[config.mk]
export PLATFORM = sky130hd
export DESIGN_NAME = trb_mem_ctrl_flat
export DESIGN_NICKNAME = d
export VERILOG_FILES = /design/src/rtl/trb_mem_ctrl_if.sv /design/src/rtl/trb_mem_ctrl.sv /design/src/flat_wrapper.sv
export SDC_FILE = /design/constraint.sdc
export NUM_CORES = 2
export LEC_CHECK = 0
export CAP_MARGIN = 0
export CORE_MARGIN = 1.5
export CORE_UTILIZATION = 59
export CTS_BUF_LIST = sky130_fd_sc_hd__clkbuf_4 sky130_fd_sc_hd__clkbuf_8
export DETAILED_ROUTE_END_ITERATION = 12
export PLACE_DENSITY = 0.87
export SETUP_SLACK_MARGIN = 0.02
export SYNTH_ARGS = -nofsm -noshare
export SYNTH_HDL_FRONTEND = slang
export SYNTH_SLANG_ARGS = --single-unit
[constraint.sdc]
create_clock -name FPGA_CLK_I -period 4.1 [get_ports FPGA_CLK_I]
set_input_delay 0.82 -clock FPGA_CLK_I [delete_from_list [all_inputs] [get_ports FPGA_CLK_I]]
set_output_delay 0.82 -clock FPGA_CLK_I [all_outputs]
set_load 0.02 [all_outputs]
[src/rtl/trb_mem_ctrl_if.sv]
// Tracer <-> trace buffer bus. The tracer (master) stores words, raises
// trigger events and requests loads; the memory controller (slave) grants.
interface trb_mem_ctrl_if #(
  parameter int TRB_WIDTH = 32,
  parameter int TRB_DEPTH = 64
);
  localparam int AW = $clog2(TRB_DEPTH);
  localparam int PW = $clog2(TRB_WIDTH);

  logic                 MODE_I;
  logic [AW-1:0]        TRG_DELAY_I;
  logic                 STORE_I;
  logic [TRB_WIDTH-1:0] DATA_I;
  logic                 STORE_PERM_O;
  logic                 TRG_EVENT_I;
  logic [PW-1:0]        EVENT_POS_I;
  logic                 TRG_DELAYED_O;
  logic                 LOAD_REQUEST_I;
  logic                 LOAD_GRANT_O;
  logic [TRB_WIDTH-1:0] DATA_O;
  logic [AW-1:0]        TRG_ADDR_O;
  logic [PW-1:0]        EVENT_POS_O;
  logic [AW:0]          FILL_O;

  modport master (
    output MODE_I, TRG_DELAY_I, STORE_I, DATA_I, TRG_EVENT_I, EVENT_POS_I,
           LOAD_REQUEST_I,
    input  STORE_PERM_O, TRG_DELAYED_O, LOAD_GRANT_O, DATA_O, TRG_ADDR_O,
           EVENT_POS_O, FILL_O
  );

  modport slave (
    input  MODE_I, TRG_DELAY_I, STORE_I, DATA_I, TRG_EVENT_I, EVENT_POS_I,
           LOAD_REQUEST_I,
    output STORE_PERM_O, TRG_DELAYED_O, LOAD_GRANT_O, DATA_O, TRG_ADDR_O,
           EVENT_POS_O, FILL_O
  );
endinterface

[src/rtl/trb_mem_ctrl.sv]
// Trace buffer memory controller. Trace mode: ring buffer that keeps
// capturing until TRG_DELAY_I words after the trigger, then replays the
// buffer oldest-first forever. Stream mode: plain FIFO between tracer stores
// and loads. All outputs are registered.
module trb_mem_ctrl #(
  parameter int TRB_WIDTH = 32,
  parameter int TRB_DEPTH = 64
) (
  input logic            FPGA_CLK_I,
  input logic            RST_NI,
  trb_mem_ctrl_if.slave  bus
);
  localparam int AW = $clog2(TRB_DEPTH);
  localparam int PW = $clog2(TRB_WIDTH);
  localparam logic [AW:0] FULL_CNT = (AW+1)'(TRB_DEPTH);

  localparam logic [1:0] S_FILL = 2'd0;
  localparam logic [1:0] S_POST = 2'd1;
  localparam logic [1:0] S_DONE = 2'd2;
  localparam logic [1:0] S_READ = 2'd3;

  logic [TRB_WIDTH-1:0] r_mem [TRB_DEPTH];

  logic [1:0]           r_state;
  logic                 r_mode;
  logic                 r_mode_vld;
  logic [AW-1:0]        r_wr_ptr;
  logic [AW-1:0]        r_rd_ptr;
  logic [AW:0]          r_count;
  logic [AW-1:0]        r_cnt;
  logic                 r_perm;
  logic                 r_grant;
  logic                 r_delayed;
  logic [TRB_WIDTH-1:0] r_data;
  logic [AW-1:0]        r_trg_addr;
  logic [PW-1:0]        r_evt_pos;

  logic                 w_mode;
  logic                 w_wr_acc;
  logic                 w_can_rd;
  logic                 w_rd_acc;
  logic                 w_trg_arm;
  logic                 w_enter_done;
  logic [1:0]           w_state_nxt;
  logic [AW-1:0]        w_cnt_nxt;
  logic [AW-1:0]        w_wr_ptr_nxt;
  logic [AW:0]          w_count_nxt;
  logic                 w_perm_nxt;

  // Mode is live until the first edge after reset, then frozen
  assign w_mode       = r_mode_vld ? r_mode : bus.MODE_I;
  assign w_wr_acc     = bus.STORE_I & r_perm;
  assign w_can_rd     = w_mode ? (r_count != '0)
                               : ((r_state == S_DONE) | (r_state == S_READ));
  assign w_rd_acc     = bus.LOAD_REQUEST_I & ~r_grant & w_can_rd & r_mode_vld;
  assign w_trg_arm    = w_mode | (r_state == S_FILL);
  assign w_wr_ptr_nxt = w_wr_acc ? r_wr_ptr + AW'(1) : r_wr_ptr;
  assign w_enter_done = ~w_mode & ((r_state == S_FILL) | (r_state == S_POST))
                      & (w_state_nxt == S_DONE);

  // Trace-mode capture/readout sequencing and post-trigger countdown
  always_comb begin
    w_state_nxt = r_state;
    w_cnt_nxt   = r_cnt;
    if (!w_mode) begin
      case (r_state)
        S_FILL: if (w_wr_acc && bus.TRG_EVENT_I) begin
          w_cnt_nxt   = bus.TRG_DELAY_I;
          w_state_nxt = (bus.TRG_DELAY_I == '0) ? S_DONE : S_POST;
        end
        S_POST: if (w_wr_acc) begin
          w_cnt_nxt = r_cnt - AW'(1);
          if (r_cnt == AW'(1)) w_state_nxt = S_DONE;
        end
        S_DONE: if (w_rd_acc) w_state_nxt = S_READ;
        default: w_state_nxt = S_DONE;
      endcase
    end
  end

  // Occupancy: FIFO count in stream mode, saturating valid-word count in trace
  always_comb begin
    w_count_nxt = r_count;
    if (w_mode)
      w_count_nxt = r_count + {{AW{1'b0}}, w_wr_acc} - {{AW{1'b0}}, w_rd_acc};
    else if (w_wr_acc && (r_count != FULL_CNT))
      w_count_nxt = r_count + (AW+1)'(1);
  end

  // Permission is registered so the tracer sees it from a clean flop
  always_comb begin
    if (w_mode) w_perm_nxt = (w_count_nxt < FULL_CNT);
    else        w_perm_nxt = (w_state_nxt == S_FILL) | (w_state_nxt == S_POST);
  end

  // Storage array; contents deliberately survive reset
  always_ff @(posedge FPGA_CLK_I) begin
    if (w_wr_acc) r_mem[r_wr_ptr] <= bus.DATA_I;
  end

  // Control state, pointers and registered outputs
  always_ff @(posedge FPGA_CLK_I or negedge RST_NI) begin
    if (!RST_NI) begin
      r_state    <= S_FILL;
      r_mode     <= 1'b0;
      r_mode_vld <= 1'b0;
      r_wr_ptr   <= '0;
      r_rd_ptr   <= '0;
      r_count    <= '0;
      r_cnt      <= '0;
      r_perm     <= 1'b0;
      r_grant    <= 1'b0;
      r_delayed  <= 1'b0;
      r_data     <= '0;
      r_trg_addr <= '0;
      r_evt_pos  <= '0;
    end else begin
      r_mode_vld <= 1'b1;
      if (!r_mode_vld) r_mode <= bus.MODE_I;
      r_state    <= w_state_nxt;
      r_cnt      <= w_cnt_nxt;
      r_wr_ptr   <= w_wr_ptr_nxt;
      r_count    <= w_count_nxt;
      r_perm     <= w_perm_nxt;
      r_grant    <= w_rd_acc;
      r_delayed  <= ~w_mode & ((r_state == S_DONE) | (r_state == S_READ));
      if (w_rd_acc) begin
        r_data   <= r_mem[r_rd_ptr];
        r_rd_ptr <= r_rd_ptr + AW'(1);
      end else if (w_enter_done) begin
        // Slot about to be overwritten next is the oldest one kept
        r_rd_ptr <= w_wr_ptr_nxt;
      end
      if (w_wr_acc && bus.TRG_EVENT_I && w_trg_arm) begin
        r_trg_addr <= r_wr_ptr;
        r_evt_pos  <= bus.EVENT_POS_I;
      end
    end
  end

  assign bus.STORE_PERM_O  = r_perm;
  assign bus.LOAD_GRANT_O  = r_grant;
  assign bus.TRG_DELAYED_O = r_delayed;
  assign bus.DATA_O        = r_data;
  assign bus.TRG_ADDR_O    = r_trg_addr;
  assign bus.EVENT_POS_O   = r_evt_pos;
  assign bus.FILL_O        = r_count;
endmodule

[src/flat_wrapper.sv]
// flat-port wrapper written by rule: the top's interface ports become plain ports
module trb_mem_ctrl_flat 
#(
  parameter int TRB_WIDTH = 32,
  parameter int TRB_DEPTH = 64
)
  (FPGA_CLK_I, RST_NI, bus_MODE_I, bus_TRG_DELAY_I, bus_STORE_I, bus_DATA_I, bus_TRG_EVENT_I, bus_EVENT_POS_I, bus_LOAD_REQUEST_I, bus_STORE_PERM_O, bus_TRG_DELAYED_O, bus_LOAD_GRANT_O, bus_DATA_O, bus_TRG_ADDR_O, bus_EVENT_POS_O, bus_FILL_O);
  trb_mem_ctrl_if #(.TRB_WIDTH(TRB_WIDTH), .TRB_DEPTH(TRB_DEPTH)) bus_i ();
  input logic FPGA_CLK_I;
  input logic RST_NI;
  input wire logic [$bits(bus_i.MODE_I)-1:0] bus_MODE_I;
  input wire logic [$bits(bus_i.TRG_DELAY_I)-1:0] bus_TRG_DELAY_I;
  input wire logic [$bits(bus_i.STORE_I)-1:0] bus_STORE_I;
  input wire logic [$bits(bus_i.DATA_I)-1:0] bus_DATA_I;
  input wire logic [$bits(bus_i.TRG_EVENT_I)-1:0] bus_TRG_EVENT_I;
  input wire logic [$bits(bus_i.EVENT_POS_I)-1:0] bus_EVENT_POS_I;
  input wire logic [$bits(bus_i.LOAD_REQUEST_I)-1:0] bus_LOAD_REQUEST_I;
  output wire logic [$bits(bus_i.STORE_PERM_O)-1:0] bus_STORE_PERM_O;
  output wire logic [$bits(bus_i.TRG_DELAYED_O)-1:0] bus_TRG_DELAYED_O;
  output wire logic [$bits(bus_i.LOAD_GRANT_O)-1:0] bus_LOAD_GRANT_O;
  output wire logic [$bits(bus_i.DATA_O)-1:0] bus_DATA_O;
  output wire logic [$bits(bus_i.TRG_ADDR_O)-1:0] bus_TRG_ADDR_O;
  output wire logic [$bits(bus_i.EVENT_POS_O)-1:0] bus_EVENT_POS_O;
  output wire logic [$bits(bus_i.FILL_O)-1:0] bus_FILL_O;
  assign bus_i.MODE_I = bus_MODE_I;
  assign bus_i.TRG_DELAY_I = bus_TRG_DELAY_I;
  assign bus_i.STORE_I = bus_STORE_I;
  assign bus_i.DATA_I = bus_DATA_I;
  assign bus_i.TRG_EVENT_I = bus_TRG_EVENT_I;
  assign bus_i.EVENT_POS_I = bus_EVENT_POS_I;
  assign bus_i.LOAD_REQUEST_I = bus_LOAD_REQUEST_I;
  assign bus_STORE_PERM_O = bus_i.STORE_PERM_O;
  assign bus_TRG_DELAYED_O = bus_i.TRG_DELAYED_O;
  assign bus_LOAD_GRANT_O = bus_i.LOAD_GRANT_O;
  assign bus_DATA_O = bus_i.DATA_O;
  assign bus_TRG_ADDR_O = bus_i.TRG_ADDR_O;
  assign bus_EVENT_POS_O = bus_i.EVENT_POS_O;
  assign bus_FILL_O = bus_i.FILL_O;
  trb_mem_ctrl #(.TRB_WIDTH(TRB_WIDTH), .TRB_DEPTH(TRB_DEPTH)) u_core (.FPGA_CLK_I(FPGA_CLK_I), .RST_NI(RST_NI), .bus(bus_i));
endmodule
==> metrics.md <==
| Metric | Value |
|---|---|
| Via count of the routed design | `44915` |
| Top FF cell, synth | `edfxtp_1` |
| Mapped Avg Cell Area | `21.3 µm²` |
| Initial antenna violation count | `8` |
| CP Capture Type | `flop` |
| Simple-gate area share of the yosys netlist | `1.96%` |
| Worst-margin pin slew | `1380 ps` |
| Std cell rows | `136` |
| Layout Skew | `65.0 ps` |
| Share of layout cells above drive strength 1 | `28.0%` |
| Net count of the mapped netlist | `roughly 3900` |
| Clock transition at path regs | `70 ps` |
| Post-layout power | `59.2 mW` |
| Worst path cell trace | `buf_4, nand3b_1, buf_4, o22ai_1, nor3_1, a31oi_1, a32oi_1, o21ai_0` |
| Origin of the worst setup path | `u_core.r_rd_ptr[2]` |
| Setup TNS | `0 ps` |
| Post-synthesis register bit count | `2123` |
| Clk root buf | `clkbuf_8` |
| Most used cell, CP | `buf_4` |
| Crit-path slowest cell | `nor3_1` |
| Core footprint | `137000 µm²` |
| Number of buffers created by CTS | `330` |
| CP Buf/Inv Count | `2` |
| Number of detailed-route iterations in the first pass | `9` |
| Met2 WL | `104000 µm` |
| PwrDens | `between 600 and 700 nW/µm²` |
| Post-CTS setup repair buffer count | `0` |
| Hold Path Origin | `bus_TRG_DELAY_I[0]` |
| Post-Synth Adder-Cell Area | `less than 1%` |
| Clock Path Buffers | `4` |
| Mapped Cells | `3834` |
| Die height | `375 µm` |
| Maximum vdd drop | `0.520 mV` |
| Total gr overflow | `0` |
| Worst-Skew Late Latency | `1000 ps` |
| WL met3 | `roughly 31000 µm` |
| Clock sink count | `2123` |
| Hold worst-path end | `u_core.r_cnt[0]` |
| EDFF count, synth | `between 2000 and 2500` |
| Worst EP arrival | `around 4400 ps` |
| Die X | `375 µm` |
| Register area share after synthesis | `77.6%` |
| Compound-cell area share of the yosys netlist | `approximately 3.5%` |
| HP Class | `input port to flop` |
| Vias in the first global route | `45678` |
| H-tree Lvls | `5` |
| Final #Nets | `4298` |
| R2R setup slack | `560 ps` |
| Max cap viols | `0` |
| CP Class | `flop to flop` |
| Max Fclk | `283 MHz` |
| RSZ-0062 raised after global routing | `false` |
| XOR/XNOR Fraction of Synth Area | `0.139%` |
| Yosys warns | `0` |
| Fill count | `between 7000 and 8000` |
| First-pass GRT wire length | `314000 µm` |
| Routed wire length | `220000 µm` |
| Final slew viol count | `0` |
| Post-synthesis mux area share | `15.0%` |
| Largest family of logic cells by synthesized area | `multiplexers` |
| Slowest stage delay, CP | `around 800 ps` |
| Residual DRC | `0` |
| Routability congestion estimate | `about 0.84` |
| Reg2reg start | `u_core.r_rd_ptr[2]` |
| Largest net degree at the start of global routing | `87` |
| Post-route ant nets | `0` |
| Leak pwr | `approximately 30 nW` |
| DP HPWL | `~120000 µm` |
| M1 WL | `~70000 µm` |
| All-layer global routing usage | `between 30% and 40%` |
| Crit path launch type | `flop` |
| Asr flop ratio synth | `about 3.5%` |
| Crit-path max FO | `35` |
| Worst hold path cell count | `3` |
| Routed WL per cell | `35.2 µm` |
| FF-to-FF path depth | `8` |
| Vias/cell | `~7` |
| WHS | `412 ps` |
| Mapped cell area | `81700 µm²` |
| Reg2reg end | `u_core.bus.DATA_O[22]` |
| CTS tree | `yes` |
| Initial DRC Count | `7509` |
| Top sig layer | `met5` |
| Period utilisation layout | `86.3%` |
| Critical path's top delay family | `simple AND/OR/NAND/NOR gates` |
| Initial Util | `59.4%` |
| Rel. slew slack | `7.93%` |
| Die area | `141000 µm²` |
| Finish-stage setup viols | `0` |
| Most frequent cells in the layout | `edfxtp_1 (2048), mux4_2 (441), clkbuf_8 (348)` |
| Fin crit period | `3540 ps` |
| Final hold violation count | `0` |
| Layout area overhead | `13.0%` |
| I/O pins | `between 100 and 150` |
| Required time worst endpoint | `4980 ps` |
| Leading cell type in the layout, fill and taps excluded | `edfxtp_1` |
| Unique masters post-synth | `between 60 and 70` |
| # port buffers | `101` |
| Status | `finished, final reports clean` |
## sequential cells by signal (all words and copies together) (netlist names)
register and count:
u_core.r_rd_ptr 6, u_core.r_wr_ptr 6, u_core.bus.DATA_O 32, u_core.bus.EVENT_POS_O 5, u_core.r_mode_vld 1, u_core.bus.STORE_PERM_O 1, u_core.bus.TRG_ADDR_O 6, u_core.bus.LOAD_GRANT_O 1
u_core.r_cnt 6, u_core.bus.FILL_O 7, u_core.r_state 2, u_core.r_mode 1, u_core.bus.TRG_DELAYED_O 1, u_core.r_mem 2048
## metal layers
metal	global-route usage, %	vias to the layer above
met2	49.2	4507
met5	0.377	-
met4	18.9	12
li1	-	16878
met3	9.03	1029
met1	39.4	22489
## power by group
group | switching (mW) | total (mW) | internal [mW]
Sequential | 0.991 | 25.6 | 24.6
Combinational | 9.68 | 16.6 | 6.90
Clock | 7.92 | 17.0 | 9.04
## worst max-delay path by stage
stage / cells past startpoint / to / slack, ps
after floorplan: 16 / u_core.bus.STORE_PERM_O / 120
after global placement: 15 / u_core.bus.STORE_PERM_O / 170
after detailed placement: 15 / u_core.bus.STORE_PERM_O / 150
after CTS: 7 / u_core.bus.DATA_O[26] / 710
after global routing: 16 / u_core.bus.STORE_PERM_O / 410
final: 8 / u_core.bus.DATA_O[22] / 560
## timing repair
action | in CTS | in global routing
resized for setup | 0 | 0
hold buffers | 1 | 0
hold endpoints to repair | 43 | 0
## through the flow
stage / area [µm²] / cells / utilization [%] / setup slack (ps)
6_report: 92300 / 6263 / 67.1 / 563
5_1_grt: 92300 / 6260 / 67.1 / 411
4_1_cts: 92300 / 6259 / 67.1 / 710
3_5_place_dp: 86100 / 5691 / 62.6 / 151
3_3_place_gp: 86100 / 5691 / 62.6 / 165
2_1_floorplan: 81700 / 3834 / - / 117
## cell type report
type,instances,area [µm²],share of cell area (%)
clock buffers,457,5610,6.07
clock inverters,110,579,0.628
inverters,17,66.3,0.0718
well taps,1794,2240,2.43
multi-input cells,1479,17600,19.0
flip-flops and latches,2123,63400,68.7
diodes,4,10.0,0.0108
repair buffers,279,2850,3.09
## cell usage after synthesis (all sizes together) (5+ instances only)
master / number / area share [%]
a32oi: 16 / 0.17
ha: 18 / 0.28
o311ai: 5 / 0.054
buf: 119 / 1.0
and2: 9 / 0.069
nand2b: 7 / 0.054
inv: 17 / 0.078
a2111oi: 16 / 0.18
o21ai: 52 / 0.32
clkbuf: 96 / 0.44
a221oi: 7 / 0.075
nor3: 24 / 0.15
dfrtp: 75 / 2.3
mux2i: 208 / 2.5
mux2: 21 / 0.29
a211oi: 34 / 0.31
o22ai: 62 / 0.47
nand4: 5 / 0.038
a221o: 19 / 0.23
xnor2: 11 / 0.12
and3: 9 / 0.069
o221ai: 37 / 0.40
nand3: 26 / 0.16
nor2: 112 / 0.51
a311oi: 5 / 0.054
mux4: 441 / 12
a22oi: 28 / 0.26
a31oi: 6 / 0.046
nand2: 138 / 0.63
edfxtp: 2048 / 75
nor2b: 13 / 0.10
a21oi: 102 / 0.63
nor4: 5 / 0.038
## logic make-up (layout without fill, tap and decap cells)
kind of cell    Yosys count  after routing
fa+ha+maj                19             19
buf+inv                 232            863
other cells               1              5
mux                     670            670
compound gates          413            413
flops                  2123           2123
simple gates            363            363
xor+xnor                 13             13
## worst reg2reg max path, stage by stage (launching register included)
cell and delay, ps:
dfrtp_4 580, buf_4 620, nand3b_1 260, buf_4 230, o22ai_1 110, nor3_1 800, a31oi_1 430, a32oi_1 300
o21ai_0 120
Note: power is estimated with default switching activity, not from simulation.
